==> src/rtl/mha_qk_score_if.sv <==
// Purpose : handshake bundle for mha_qk_score (control, Q stream, K stream, Z stream).
// Ports   : master = Q/K producer + Z consumer side, slave = the score engine.
//           init/n_tok/ready/done   pass control
//           q_valid/q_data/q_ready  query row elements
//           k_valid/k_data/k_ready  key row elements, row-major
//           z_valid/z_data/z_last/z_ready  scaled, saturated scores
interface mha_qk_score_if #(
    parameter int unsigned DATA_W = 8,
    parameter int unsigned OUT_W  = 16,
    parameter int unsigned N_TOK  = 197
);
    localparam int unsigned N_W = $clog2(N_TOK + 1);

    logic                     init;
    logic [N_W-1:0]           n_tok;
    logic                     ready;
    logic                     done;

    logic                     q_valid;
    logic signed [DATA_W-1:0] q_data;
    logic                     q_ready;

    logic                     k_valid;
    logic signed [DATA_W-1:0] k_data;
    logic                     k_ready;

    logic                     z_valid;
    logic signed [OUT_W-1:0]  z_data;
    logic                     z_last;
    logic                     z_ready;

    modport master (
        output init, n_tok, q_valid, q_data, k_valid, k_data, z_ready,
        input  ready, done, q_ready, k_ready, z_valid, z_data, z_last
    );

    modport slave (
        input  init, n_tok, q_valid, q_data, k_valid, k_data, z_ready,
        output ready, done, q_ready, k_ready, z_valid, z_data, z_last
    );
endinterface

==> src/rtl/mha_qk_score.sv <==
// Purpose : one attention head's compatibility row. Buffers a query row Q[i], then for
//           each of n streamed key rows K[j] emits sat((Q[i].K[j]) >>> SCALE_SHIFT).
// Ports   : clk      clock
//           reset_n  synchronous active-low reset
//           bus      mha_qk_score_if.slave (control, Q in, K in, Z out)
module mha_qk_score #(
    parameter int unsigned DATA_W      = 8,
    parameter int unsigned D_H         = 64,
    parameter int unsigned N_TOK       = 197,
    parameter int unsigned OUT_W       = 16,
    parameter int unsigned SCALE_SHIFT = 3
) (
    input  logic            clk,
    input  logic            reset_n,
    mha_qk_score_if.slave   bus
);
    localparam int unsigned IDX_W  = $clog2(D_H);
    localparam int unsigned N_W    = $clog2(N_TOK + 1);
    localparam int unsigned PROD_W = 2 * DATA_W;
    localparam int unsigned ACC_W  = PROD_W + $clog2(D_H);
    localparam int unsigned CMP_W  = (ACC_W > OUT_W) ? ACC_W : OUT_W;

    localparam logic [IDX_W-1:0]        LAST_IDX = IDX_W'(D_H - 1);
    localparam logic [N_W-1:0]          N_MAX    = N_W'(N_TOK);
    localparam logic signed [CMP_W-1:0] Z_MAX    = {{(CMP_W-OUT_W+1){1'b0}}, {(OUT_W-1){1'b1}}};
    localparam logic signed [CMP_W-1:0] Z_MIN    = {{(CMP_W-OUT_W+1){1'b1}}, {(OUT_W-1){1'b0}}};

    typedef enum logic [2:0] {
        S_IDLE,
        S_LOAD_Q,
        S_MAC,
        S_OUT,
        S_DONE
    } state_t;

    state_t                    r_state;
    logic                      r_ready;
    logic                      r_done;
    logic                      r_q_ready;
    logic                      r_k_ready;
    logic                      r_z_valid;
    logic                      r_z_last;
    logic signed [OUT_W-1:0]   r_z_data;
    logic [N_W-1:0]            r_n_lat;
    logic [N_W-1:0]            r_row;
    logic [IDX_W-1:0]          r_q_idx;
    logic [IDX_W-1:0]          r_e_idx;
    logic signed [ACC_W-1:0]   r_acc;
    logic signed [DATA_W-1:0]  r_q_buf [D_H];

    logic [N_W-1:0]            w_n_clamp;
    logic signed [PROD_W-1:0]  w_prod;
    logic signed [ACC_W-1:0]   w_acc_next;
    logic signed [ACC_W-1:0]   w_shift;
    logic signed [CMP_W-1:0]   w_ext;
    logic signed [OUT_W-1:0]   w_sat;

    // Requested row count, limited to what a pass supports.
    assign w_n_clamp = (bus.n_tok > N_MAX) ? N_MAX : bus.n_tok;

    // Accumulator including the current K beat; the score is formed from this on the
    // last beat so z_data is already registered when OUT is entered.
    assign w_prod     = r_q_buf[r_e_idx] * bus.k_data;
    assign w_acc_next = r_acc + ACC_W'(w_prod);
    assign w_shift    = w_acc_next >>> SCALE_SHIFT;
    assign w_ext      = CMP_W'(w_shift);

    // Clamp the floored, scaled dot product to the signed output range.
    always_comb begin
        w_sat = w_ext[OUT_W-1:0];
        if (w_ext > Z_MAX) begin
            w_sat = Z_MAX[OUT_W-1:0];
        end else if (w_ext < Z_MIN) begin
            w_sat = Z_MIN[OUT_W-1:0];
        end
    end

    // Query buffer has no reset: it is always fully rewritten before being read.
    always_ff @(posedge clk) begin
        if (r_q_ready && bus.q_valid) begin
            r_q_buf[r_q_idx] <= bus.q_data;
        end
    end

    // Pass sequencer; handshake outputs are registered alongside the state.
    always_ff @(posedge clk) begin
        if (!reset_n) begin
            r_state   <= S_IDLE;
            r_ready   <= 1'b1;
            r_done    <= 1'b0;
            r_q_ready <= 1'b0;
            r_k_ready <= 1'b0;
            r_z_valid <= 1'b0;
            r_z_last  <= 1'b0;
            r_z_data  <= '0;
            r_n_lat   <= '0;
            r_row     <= '0;
            r_q_idx   <= '0;
            r_e_idx   <= '0;
            r_acc     <= '0;
        end else begin
            r_done <= 1'b0;
            case (r_state)
                S_IDLE: begin
                    if (bus.init) begin
                        r_n_lat <= w_n_clamp;
                        r_ready <= 1'b0;
                        if (w_n_clamp == '0) begin
                            r_state <= S_DONE;
                            r_done  <= 1'b1;
                        end else begin
                            r_state   <= S_LOAD_Q;
                            r_q_ready <= 1'b1;
                            r_q_idx   <= '0;
                        end
                    end
                end

                S_LOAD_Q: begin
                    if (bus.q_valid) begin
                        if (r_q_idx == LAST_IDX) begin
                            r_state   <= S_MAC;
                            r_q_ready <= 1'b0;
                            r_k_ready <= 1'b1;
                            r_q_idx   <= '0;
                            r_acc     <= '0;
                            r_e_idx   <= '0;
                            r_row     <= '0;
                        end else begin
                            r_q_idx <= r_q_idx + IDX_W'(1);
                        end
                    end
                end

                S_MAC: begin
                    if (bus.k_valid) begin
                        r_acc <= w_acc_next;
                        if (r_e_idx == LAST_IDX) begin
                            r_state   <= S_OUT;
                            r_k_ready <= 1'b0;
                            r_z_valid <= 1'b1;
                            r_z_data  <= w_sat;
                            r_z_last  <= (r_row == r_n_lat - N_W'(1));
                            r_e_idx   <= '0;
                        end else begin
                            r_e_idx <= r_e_idx + IDX_W'(1);
                        end
                    end
                end

                S_OUT: begin
                    if (bus.z_ready) begin
                        r_z_valid <= 1'b0;
                        r_z_last  <= 1'b0;
                        if (r_z_last) begin
                            r_state <= S_DONE;
                            r_done  <= 1'b1;
                        end else begin
                            r_state   <= S_MAC;
                            r_k_ready <= 1'b1;
                            r_row     <= r_row + N_W'(1);
                            r_acc     <= '0;
                            r_e_idx   <= '0;
                        end
                    end
                end

                S_DONE: begin
                    r_state <= S_IDLE;
                    r_ready <= 1'b1;
                end

                default: begin
                    r_state   <= S_IDLE;
                    r_ready   <= 1'b1;
                    r_q_ready <= 1'b0;
                    r_k_ready <= 1'b0;
                    r_z_valid <= 1'b0;
                    r_z_last  <= 1'b0;
                end
            endcase
        end
    end

    assign bus.ready   = r_ready;
    assign bus.done    = r_done;
    assign bus.q_ready = r_q_ready;
    assign bus.k_ready = r_k_ready;
    assign bus.z_valid = r_z_valid;
    assign bus.z_data  = r_z_data;
    assign bus.z_last  = r_z_last;
endmodule

==> src/flat_wrapper.sv <==
// flat-port wrapper written by rule: the top's interface ports become plain ports
module mha_qk_score_flat 
#(
    parameter int unsigned DATA_W      = 8,
    parameter int unsigned D_H         = 64,
    parameter int unsigned N_TOK       = 197,
    parameter int unsigned OUT_W       = 16,
    parameter int unsigned SCALE_SHIFT = 3
)
  (clk, reset_n, bus_init, bus_n_tok, bus_q_valid, bus_q_data, bus_k_valid, bus_k_data, bus_z_ready, bus_ready, bus_done, bus_q_ready, bus_k_ready, bus_z_valid, bus_z_data, bus_z_last);
  mha_qk_score_if #(.DATA_W(DATA_W), .OUT_W(OUT_W), .N_TOK(N_TOK)) bus_i ();
  input  logic clk;
  input  logic reset_n;
  input wire logic [$bits(bus_i.init)-1:0] bus_init;
  input wire logic [$bits(bus_i.n_tok)-1:0] bus_n_tok;
  input wire logic [$bits(bus_i.q_valid)-1:0] bus_q_valid;
  input wire logic [$bits(bus_i.q_data)-1:0] bus_q_data;
  input wire logic [$bits(bus_i.k_valid)-1:0] bus_k_valid;
  input wire logic [$bits(bus_i.k_data)-1:0] bus_k_data;
  input wire logic [$bits(bus_i.z_ready)-1:0] bus_z_ready;
  output wire logic [$bits(bus_i.ready)-1:0] bus_ready;
  output wire logic [$bits(bus_i.done)-1:0] bus_done;
  output wire logic [$bits(bus_i.q_ready)-1:0] bus_q_ready;
  output wire logic [$bits(bus_i.k_ready)-1:0] bus_k_ready;
  output wire logic [$bits(bus_i.z_valid)-1:0] bus_z_valid;
  output wire logic [$bits(bus_i.z_data)-1:0] bus_z_data;
  output wire logic [$bits(bus_i.z_last)-1:0] bus_z_last;
  assign bus_i.init = bus_init;
  assign bus_i.n_tok = bus_n_tok;
  assign bus_i.q_valid = bus_q_valid;
  assign bus_i.q_data = bus_q_data;
  assign bus_i.k_valid = bus_k_valid;
  assign bus_i.k_data = bus_k_data;
  assign bus_i.z_ready = bus_z_ready;
  assign bus_ready = bus_i.ready;
  assign bus_done = bus_i.done;
  assign bus_q_ready = bus_i.q_ready;
  assign bus_k_ready = bus_i.k_ready;
  assign bus_z_valid = bus_i.z_valid;
  assign bus_z_data = bus_i.z_data;
  assign bus_z_last = bus_i.z_last;
  mha_qk_score #(.DATA_W(DATA_W), .D_H(D_H), .N_TOK(N_TOK), .OUT_W(OUT_W), .SCALE_SHIFT(SCALE_SHIFT)) u_core (.clk(clk), .reset_n(reset_n), .bus(bus_i));
endmodule
==> config.mk <==
export PLATFORM = sky130hd
export DESIGN_NAME = mha_qk_score_flat
export DESIGN_NICKNAME = d
export VERILOG_FILES = /design/src/rtl/mha_qk_score_if.sv /design/src/rtl/mha_qk_score.sv /design/src/flat_wrapper.sv
export SDC_FILE = /design/constraint.sdc
export NUM_CORES = 1
export LEC_CHECK = 0
export CORE_UTILIZATION = 55
export CTS_CLUSTER_SIZE = 10
export DETAILED_ROUTE_END_ITERATION = 12
export HOLD_SLACK_MARGIN = 0.08
export PLACE_DENSITY = 0.75
export SYNTH_ARGS = -nofsm -noshare
export SYNTH_HDL_FRONTEND = slang
export SYNTH_SLANG_ARGS = --single-unit
==> constraint.sdc <==
create_clock -name clk -period 7.3 [get_ports clk]
set_clock_uncertainty 0.05 [all_clocks]
set_input_delay 1.46 -clock clk [delete_from_list [all_inputs] [get_ports clk]]
set_output_delay 1.46 -clock clk [all_outputs]
set_load 0.02 [all_outputs]
==> results.json <==
{
  "synth_edf_count": 512,
  "hp-start": "u_core.r_acc[3]",
  "cpMostUsedCell": "buf_6",
  "fp-row-count": 80,
  "critical_path.max_stage_delay_ns": 0.63,
  "via_per_inst": 6.06,
  "grtUsageTotal_pct": 25.7,
  "multi_input_area_um2": 9910,
  "areaGrowthSynthToFinish_pct": 17.4,
  "seq_area_um2": 17000,
  "worstPathMaxFanout": 8,
  "max_cap_viol_count": 0,
  "drt_iter0_markers": 1272,
  "cts.clk_slew.worst_paths_ns": 0.06,
  "tns_ns": -0.534,
  "grt_pass1_wl_mm": 94.6,
  "synthCells": 1617,
  "fmax_ghz": 0.136,
  "tightestPinTransition_ns": 1.23,
  "syn_area_um2": 27100,
  "synth_seq_cells": 593,
  "die_y_um": 224,
  "status": "finished, violations left",
  "crit_arrival_ns": 7.80,
  "cts_buffer_depth": 3,
  "clock_latency_ns": 0.61,
  "ys.flop_type": "edfxtp_1",
  "tritoncts": "done",
  "syn_area_per_cell_um2": 16.8,
  "synth_cell_types": 57,
  "fillers": 3165,
  "critPathSlowestCell": "fa_2",
  "async_flop_share_pct": 0,
  "htreeDepth": 3,
  "worstPathRequired_ns": 7.73,
  "setup_violations": 13,
  "avgRoutedWirePerCell_um": 24.8,
  "drt_wl_total_mm": 61.8,
  "io-pin-count": 52,
  "critPathBufInv": 7,
  "period_share_pct": 101,
  "slew_viol_final": 0,
  "start_kind": "register",
  "vias": 15100,
  "yosys_warnings": 0,
  "hold_violations": 0,
  "ff2ff_setup_slack_ns": -0.06,
  "firstDrtPassIters": 5,
  "max-slew-margin-rel_pct": 17.8,
  "cts_made_buffers": 70,
  "io_buffer_count": 51,
  "die_w_um": 224,
  "cp_top_family": "adder cells",
  "antenna_found_initial": 3,
  "cp-end-kind": "register",
  "fin_crit_ns": 7.36,
  "synth_sequential_area_ratio_pct": 62.7,
  "cts.sinks": 593,
  "setup_slack_ns": -0.0627,
  "nNetsFinal": 1988,
  "grt-ovfl-total": 0,
  "drc": 0,
  "rsz0062_at_grt": "yes",
  "core_area_um2": 48100,
  "place_congestion": 0.861,
  "antenna_left": 0,
  "crit_type": "register to register",
  "drive_above_1_share_pct": 26.3,
  "hold_class": "register to register",
  "initial_core_util_pct": 56.3,
  "grt_max_degree": 65,
  "syn-num-nets": 1797,
  "dp_hpwl_mm": 39.9,
  "cts_root_buffer": "clkbuf_16",
  "grt_pass1_vias": 15600,
  "die-area_um2": 50200,
  "diodes": 0,
  "violations": "negative setup slack",
  "place_worst_setup_slack_ns": -0.319
}
state kept, by name (all words and copies together), names as in the netlist, named ones only:
name / cells
u_core.bus.done: 1
u_core.bus.k_ready: 1
u_core.bus.q_ready: 1
u_core.bus.ready: 1
u_core.bus.z_data: 16
u_core.bus.z_last: 1
u_core.bus.z_valid: 1
u_core.r_acc: 22
u_core.r_e_idx: 6
u_core.r_n_lat: 8
u_core.r_q_buf: 512
u_core.r_q_idx: 6
u_core.r_row: 8
u_core.r_state: 3
cell type report:
type / instances / area share [%]
flip-flops and latches: 593 / 53.5
repair buffers: 182 / 5.24
well taps: 656 / 2.58
clock inverters: 9 / 0.496
multi-input cells: 860 / 31.2
clock buffers: 88 / 5.88
inverters: 101 / 1.19
cells in the final DEF, fill, tap and decap left out, types with 8 or more instances in the layout:
cell type,instances
nand2b_1,9
nor2b_1,26
clkbuf_1,15
nand2_1,76
nand3_1,24
buf_6,19
buf_4,99
o221a_2,13
buf_2,9
xnor2_1,18
xor2_1,25
ha_1,37
nor3_1,11
ha_4,16
clkbuf_16,72
and2_4,10
buf_12,10
a21boi_0,17
nor2_1,118
nand4_1,8
a21oi_1,23
or3_1,9
mux4_2,168
inv_1,97
dfxtp_1,78
edfxtp_1,512
clkdlybuf4s50_1,42
o21ai_0,24
fa_1,90
and2_1,35
cell usage after synthesis (4+ instances only):
| master | instances | share of area, % |
|---|---|---|
| fa_1 | 96 | 7.1 |
| a21boi_0 | 18 | 0.50 |
| and2_1 | 45 | 1.0 |
| inv_1 | 100 | 1.4 |
| a21o_1 | 4 | 0.11 |
| or2_2 | 5 | 0.12 |
| nand2_1 | 79 | 1.1 |
| nor3_1 | 11 | 0.20 |
| a22oi_1 | 7 | 0.19 |
| buf_1 | 6 | 0.083 |
| edfxtp_1 | 512 | 57 |
| mux4_2 | 168 | 14 |
| buf_2 | 15 | 0.28 |
| or3_1 | 9 | 0.21 |
| nand3_1 | 25 | 0.46 |
| and3_1 | 7 | 0.16 |
| o21ai_0 | 28 | 0.52 |
| nor2_1 | 119 | 1.6 |
| nand4_1 | 8 | 0.18 |
| nand2b_1 | 10 | 0.23 |
| a21oi_1 | 32 | 0.59 |
| clkbuf_1 | 41 | 0.57 |
| xnor2_1 | 21 | 0.68 |
| xor2_1 | 25 | 0.81 |
| a31oi_1 | 6 | 0.14 |
| ha_1 | 54 | 2.5 |
| o221a_2 | 13 | 0.54 |
| nor2b_1 | 26 | 0.60 |
| dfxtp_1 | 81 | 6.0 |
worst min-delay path, delay by kind of cell, from the launching register on:
kind	cells	cell delay [ns]
AND/OR/NAND/NOR	1	0.05
flip-flops	1	0.31
AO/OA/AOI/OAI	1	0.06
timing repair:
item	CTS	global route
gates cloned	2	0
endpoints found under the hold margin	0	0
pin swaps	31	30
hold buffers	0	0
buffers inserted	15	11
setup endpoints to repair	15	20
gates resized for setup	74	38
through the flow:
step                util, %  hold WS, ns  cells  cell area (um2)
floorplan                 -        0.391   1617            27100
finish                 66.1        0.422   2489            31800
global route           66.1        0.443   2489            31800
global placement       60.2        0.406   2366            29000
CTS                    65.6        0.422   2480            31600
detailed placement     60.2        0.414   2366            29000
final timing paths:
| kind | to | depth (start not counted) |
|---|---|---|
| max | u_core.bus.z_data[10] | 25 |
| min | u_core.r_acc[3] | 2 |
| max reg2reg | u_core.bus.z_data[10] | 25 |
| min reg2reg | u_core.r_acc[3] | 2 |
layer usage:
metal | share of wire [%] | wire, um | vias to the layer above | GRT usage (%)
met5 | 0.044 | 27 | - | 0
li1 | - | - | 6518 | -
met2 | 50 | 30600 | 652 | 42.1
met4 | 3.2 | 1990 | 4 | 8.59
met1 | 40 | 24500 | 7771 | 34.6
met3 | 7.5 | 4610 | 134 | 5.54
cells by family (layout without fill, tap and decap cells):
kind of cell	Yosys count	after routing	share of synthesized area (%)
AOI/OAI and AO/OA	137	137	3.47
xor gates and xnor gates	46	46	1.49
adders and majority gates	150	150	9.58
buffers and inverters	165	380	2.41
DFF	593	593	62.7
muxes	170	170	14.0
and+or+nand+nor	356	357	6.31
Power is not shown: default switching activity piles up to over one toggle a cycle in this logic, so the estimate is an artifact.
